<file path="src/rtl/uart_tx.sv">
// UART transmitter: 8N1 frames (start, 8 data bits LSB first, stop), CLKS_PER_BIT clocks per bit.
// Defining UART_TX_PARITY_EN inserts an even-parity bit between the data bits and the stop bit.
module uart_tx #(
   parameter int unsigned CLKS_PER_BIT = 868
) (
   input  logic       clk,
   input  logic       rst_n,
   input  logic       tx_start,
   input  logic [7:0] tx_data,
   output logic       tx,
   output logic       busy,
   output logic       done
);

   // CLKS_PER_BIT must be at least 2.
   localparam int unsigned CNT_W = (CLKS_PER_BIT > 1) ? $clog2(CLKS_PER_BIT) : 1;
   localparam logic [CNT_W-1:0] CNT_LAST = CNT_W'(CLKS_PER_BIT - 1);

`ifdef UART_TX_PARITY_EN
   typedef enum logic [2:0] {IDLE, START, DATA, PARITY, STOP} state_t;
`else
   typedef enum logic [2:0] {IDLE, START, DATA, STOP} state_t;
`endif

   state_t           state, state_nxt;
   logic [CNT_W-1:0] cnt, cnt_nxt;
   logic [2:0]       idx, idx_nxt;
   logic [7:0]       data_q, data_nxt;
   logic             tx_nxt, busy_nxt, done_nxt;
   logic             bit_last;

   assign bit_last = (cnt == CNT_LAST);

   // State and registered outputs
   always_ff @(posedge clk) begin
      if (!rst_n) begin
         state  <= IDLE;
         cnt    <= '0;
         idx    <= '0;
         data_q <= '0;
         tx     <= 1'b1;
         busy   <= 1'b0;
         done   <= 1'b0;
      end else begin
         state  <= state_nxt;
         cnt    <= cnt_nxt;
         idx    <= idx_nxt;
         data_q <= data_nxt;
         tx     <= tx_nxt;
         busy   <= busy_nxt;
         done   <= done_nxt;
      end
   end

   // Next state; tx_nxt is the line level for the cycle after this edge
   always_comb begin
      state_nxt = state;
      cnt_nxt   = bit_last ? '0 : cnt + CNT_W'(1);
      idx_nxt   = idx;
      data_nxt  = data_q;
      tx_nxt    = tx;
      busy_nxt  = busy;
      done_nxt  = 1'b0;

      case (state)
         IDLE: begin
            cnt_nxt  = '0;
            tx_nxt   = 1'b1;
            busy_nxt = 1'b0;
            if (tx_start) begin
               data_nxt  = tx_data;
               idx_nxt   = '0;
               state_nxt = START;
               tx_nxt    = 1'b0;
               busy_nxt  = 1'b1;
            end
         end
         START: begin
            if (bit_last) begin
               state_nxt = DATA;
               tx_nxt    = data_q[0];
            end
         end
         DATA: begin
            if (bit_last) begin
               if (idx == 3'd7) begin
`ifdef UART_TX_PARITY_EN
                  state_nxt = PARITY;
                  tx_nxt    = ^data_q;
`else
                  state_nxt = STOP;
                  tx_nxt    = 1'b1;
`endif
               end else begin
                  idx_nxt = idx + 3'd1;
                  tx_nxt  = data_q[idx + 3'd1];
               end
            end
         end
`ifdef UART_TX_PARITY_EN
         PARITY: begin
            if (bit_last) begin
               state_nxt = STOP;
               tx_nxt    = 1'b1;
            end
         end
`endif
         STOP: begin
            if (bit_last) begin
               state_nxt = IDLE;
               tx_nxt    = 1'b1;
               busy_nxt  = 1'b0;
               done_nxt  = 1'b1;
            end
         end
         default: begin
            state_nxt = IDLE;
            tx_nxt    = 1'b1;
            busy_nxt  = 1'b0;
         end
      endcase
   end

endmodule

</file>
<file path="config.mk">
export PLATFORM = sky130hd
export DESIGN_NAME = uart_tx
export DESIGN_NICKNAME = d
export VERILOG_FILES = /design/src/rtl/uart_tx.sv
export SDC_FILE = /design/constraint.sdc
export NUM_CORES = 1
export LEC_CHECK = 0
export ABC_CLOCK_PERIOD_IN_PS = 2200
export CAP_MARGIN = 20
export CORE_UTILIZATION = 55
export DETAILED_ROUTE_END_ITERATION = 8
export DONT_BUFFER_PORTS = 1
export GPL_TIMING_DRIVEN = 0
export PLACE_DENSITY_LB_ADDON = 0.15
export SETUP_SLACK_MARGIN = 0.2
export SKIP_LAST_GASP = 1
export SYNTH_ARGS = -nofsm -noshare
export SYNTH_HDL_FRONTEND = slang
export SYNTH_SLANG_ARGS = --single-unit
</file>
<file path="constraint.sdc">
create_clock -name clk -period 2.2 [get_ports clk]
set_input_delay 0.44 -clock clk [delete_from_list [all_inputs] [get_ports clk]]
set_output_delay 0.44 -clock clk [all_outputs]
set_load 0.03 [all_outputs]
</file>
== Word-level counts from Yosys, hierarchy flattened ==
Index checks and enable logic that the tools add are counted.
Cells by class
  reductions and logical operators: 10
  div/mod/pow operators: 0
  bitwise gates (word level): 2
  $mul: 0
  mux-type cells: 22
  magnitude comparators: 1
  add/sub/neg operators: 2
  shifts and indexed selects: 0
  eq/ne operators: 11
Operators with widths (count)
  2-to-1 mux 3 bit: 8
  inequality test 2 bit (second input constant): 6
  one-hot mux 3 bit (4 select lines): 1
  adder 10 x 1 -> 10 bit (second input constant): 1
  == test 10 bit (second input constant): 1
  2-to-1 mux 1 bit: 9
  == test 3 x 2 -> 1 bit (second input constant): 2
  one-hot mux 3 bit (2 select lines): 1
  AND reduction 2 bit: 3
  AND reduction 5 bit: 1
  less-than comparator 3 x 4 -> 1 bit (second input constant): 1
  one-hot mux 1 bit (4 select lines): 1
  AND reduction 4 bit: 1
  adder 3 x 1 -> 3 bit (second input constant): 1
  binary-select mux 1 bit (select 3 bit): 1
  == test 3 x 1 -> 1 bit (second input constant): 1
  == test 3 bit (second input constant): 1
  logical NOT 3 bit: 1
  one-hot mux 1 bit (3 select lines): 1
  AND reduction 3 bit: 1
  OR reduction 3 bit: 1
  inverter 1 bit: 2
  nonzero test 2 bit: 1
  OR reduction 2 bit: 1
Storage, ports and cells
  RAM bits: 0
  bits of input ports: 11
  output and inout bits: 3
  memories kept: 0
  flip-flop bits (word level): 27
  latch bits: 0
  bits in read-only memories: 0

== Longest topological paths before layout ==
  depth in word-level cells: 6
  mapped depth: 6

== Least setup slack after synthesis ==
Ideal clock, no wire load.
  path kind: reg2reg
  from: reg idx[0]
  to: reg tx
  arrival: 1.711 ns
  slack: 0.346 ns
  library setup time: 0.143 ns
  clock period less this slack: 1.854 ns
  cell stages (with the launch flop): 6
  required time: 2.057 ns
  buffers on the path: 0
  cells stage by stage: dfxtp_1 > ha_1 > mux4_1 > mux2_2 > nor3_2 > o311ai_1
Between the ends
  word-level cells in the longest chain between the ends: 6
Ends and longest elaborated chain
  start: declaration: line 27  | logic [2:0] idx, idx_nxt;
  start signal: assignment: line 47  | idx <= idx_nxt;
  adder 3 x 1 -> 3 bit: line 96  | tx_nxt = data_q[idx + 3'd1];
  binary-select mux 1 bit (select 3 bit): line 96
  2-to-1 mux 1 bit (not written as such): line 96
  2-to-1 mux 1 bit (*): line 86  | if (idx == 3'd7) begin
  2-to-1 mux 1 bit (*): line 85  | if (bit_last) begin
  one-hot mux 1 bit (4 select lines) (*): line 65  | case (state)
  end signal: assignment: line 49  | tx <= tx_nxt;
  end: declaration: line 10  | output logic tx,
Every way passes the cells marked *; elsewhere a longest branch is shown, timed or not. The select of a mux whose other input is x is not followed.
A chain may end at the register's enable or synchronous reset.

== Worst setup path in the final report ==
Same ends and word-level chain as after synthesis.

==> flow_summary.ini <==
[die]
die_h_um = 50.71
io_pins = 14
core_mm2 = 0.002233
start_util_pct = 58.43
rows = 17
die_w_um = 50.71
die_area_mm2 = 0.002572

[worst_hold_path]
hp-start = tx_data[5]
hp-class = in2reg

[global_route]
grt_antenna_before_repair = 0
grt-ovfl-total = 0
grt_usage_pct = 20.83
grt_first_pass_wirelength_mm = 3.939
grt_max_degree = 15
grt_pass1_vias = 978

[clock_tree]
cts_tree = yes
clkSinkCount = 26
postCtsResizedCells = 1
cts.clk_slew.worst_paths_ns = 0.15
cts_setup_buffers = 0
cts_hold_buffers = 0
clk_path_buf_depth = 2
clk_root_buffer_cell = clkbuf_4
cts_made_buffers = 3
htree_num_levels = 1
insertion_delay_ns = 0.33

[timing]
fmax_mhz = 526.9
finalSetupTns_ns = 0
grt_setup_unrepaired = false
min_period_over_period_pct = 86.27
worst_slack_ns = 0.3021
fin_skew_ns = 0.01197
setup_violations = 0
maxSlewHeadroom_pct = 68.44
hold_viol_final = 0
tightest_slew_ns = 0.4673
drv_slew = 0
finalCriticalPeriod_ns = 1.898

[final_layout]
antennaDiodeCount = 0
final-instance-count-excl-fill = 168
drive_gt1_share_pct = 11.43
syn_to_final_growth_pct = 6.519
utilization_pct = 62.24
nNetsFinal = 160

[synthesis]
ys_seq_area_share_pct = 39.88
synth_seq_cells = 26
synth_top_area_share_pct = 39.88
netlist_instances = 136
avgSynthCellArea_um2 = 9.596
synthesis.nets = 155
yosysWarnings = 0
yosys.area.top_type = dfxtp_1
synth_flop_cell = dfxtp_1
yosys-top-cells-area = dfxtp_1 40%, ha_1 7.7%, nand2_1 7.2%, a21boi_0 6.3%, nor2_1 3.5%
yosysUniqueCellTypes = 36
async_flop_share_pct = 0
ys_top_cells_by_count = 26 x dfxtp_1, 25 x nand2_1, 12 x nor2_1
synth_most_common_cell = dfxtp_1
syn_area_mm2 = 0.001305
synth_edf_count = 0

[detailed_routing]
vias_per_cell = 5.583
finalWirelength_mm = 2.276
ant_nets = 0
drc_errors = 0
vias = 938
avgRoutedWirePerCell_um = 13.55
first_pass_iters = 4
drt_iter0_markers = 9

[worst_setup_path]
end_kind = register
reg2reg_setup_slack_ns = 0.30
cp-startpoint = idx[0]$_SDFFE_PN0P_
startpoint_type = register
path_class = reg2reg
crit_fanout = 5
cp_num_buf_inv = 0
cpLargestDelayFamily = multiplexers
slowest_stage = mux4_1
worst_path_largest_cell_delay_ns = 0.54
crit_chain = ha_4 > mux4_1 > mux2_2 > nor3_2 > o311ai_1
r2r_start = idx[0]$_SDFFE_PN0P_
cp.arrival_ns = 2.11
crit_required_ns = 2.42

[power]
comb_power_share_pct = 33.0
seqPwrFrac_pct = 47.9
p_sw_share_pct = 36.43
p_sw_uw = 474.3
p_int_uw = 827.5
power_frac_clock_pct = 19.0
max-vdd-ir-drop_v = 0.0007116
p_leak_uw = 0.0005361
power-per-cell-area_mw_per_mm2 = 936.5

[placement]
place.gp.congestion = 0.8143
dpl.hpwl_mm = 1.689
port_buffers = 0
placed_cells = 164
dp_slack_ns = 0.2139

[run_status]
status = finished, final reports clean

[job]
max_cap_viol_count = 0
-- placed cells by master, fill, tap and decap left out, types with 2 or more instances in the layout --
cell      synthesis  routed
dfxtp_1          26      25
ha_1              8       7
clkbuf_4          0       3
a21boi_0         11      11
xnor2_1           5       5
nor2b_1           3       3
nand2_1          25      25
o21a_1            3       3
clkbuf_1          3       3
nand4_1           2       2
nand3_1           2       2
mux2i_1           3       3
inv_1             4       4
and4b_1           2       2
nor3_2            2       2
nor2_1           12      12
and3_1            3       3
xor2_1            3       3
-- final timing paths --
| kind | end | cells after the start |
|---|---|---|
| setup reg to reg | tx$_SDFFE_PN1P_ | 5 |
| hold reg to reg | data_q[6]$_SDFFE_PN0P_ | 2 |
| hold / removal | data_q[5]$_SDFFE_PN0P_ | 2 |
| setup / recovery | tx$_SDFFE_PN1P_ | 5 |
-- registers in the layout, summed over array words and instances (netlist names) --
register	cells
busy	1
cnt	10
data_q	8
done	1
idx	3
state	2
tx	1
-- worst reg2reg max path, cell delays in order, from the launching register on --
cell and delay [ns]:
dfxtp_2 0.39, ha_4 0.29, mux4_1 0.54, mux2_2 0.29
nor3_2 0.16, o311ai_1 0.11
-- area by class of cell --
class | count | area (µm²)
flip-flops and latches | 26 | 521.8
well taps | 28 | 35.03
multi-input cells | 103 | 770.7
fillers | 210 | 843.3
clock buffers | 4 | 36.28
plain buffers | 3 | 11.26
inverters | 4 | 15.01
-- power by group through the flow --
stage	Clock (µW)	Combinational (µW)	Sequential (µW)
after global routing	267	497	632
after global placement	0	423	632
after floorplan	0	356	622
after CTS	256	436	625
final	248	430	624
after detailed placement	0	435	636
-- per-stage QoR --
stage               area (µm²)  power (µW)  hold WS, ns
CTS                       1389        1317       0.2336
global placement          1340        1055       0.4443
finish                    1390        1302       0.2426
detailed placement        1340        1071       0.4515
floorplan                 1305       977.6       0.4262
global route              1390        1397       0.2258
-- kinds of logic (layout without fill, tap and decap cells) --
logic type / after synthesis / in the layout / share of synthesized area [%]
flip-flops: 26 / 26 / 39.89
buffers and inverters: 7 / 11 / 2.013
multiplexers: 6 / 6 / 6.903
AO/OA/AOI/OAI: 20 / 20 / 11.60
XOR/XNOR: 8 / 8 / 5.369
AND/OR/NAND/NOR: 61 / 61 / 26.56
adder cells (fa/ha/maj): 8 / 8 / 7.670
-- per-layer routing --
metal / vias to the layer above / track usage, % / share of wire [%]
met1: 437 / 21.43 / 43
met4: 0 / 11.11 / 2.3
met2: 12 / 39.33 / 52
met3: 5 / 3.636 / 2.6
met5: - / 0 / 0
li1: 484 / - / -
No activity file was read; power rests on OpenSTA's default activity.
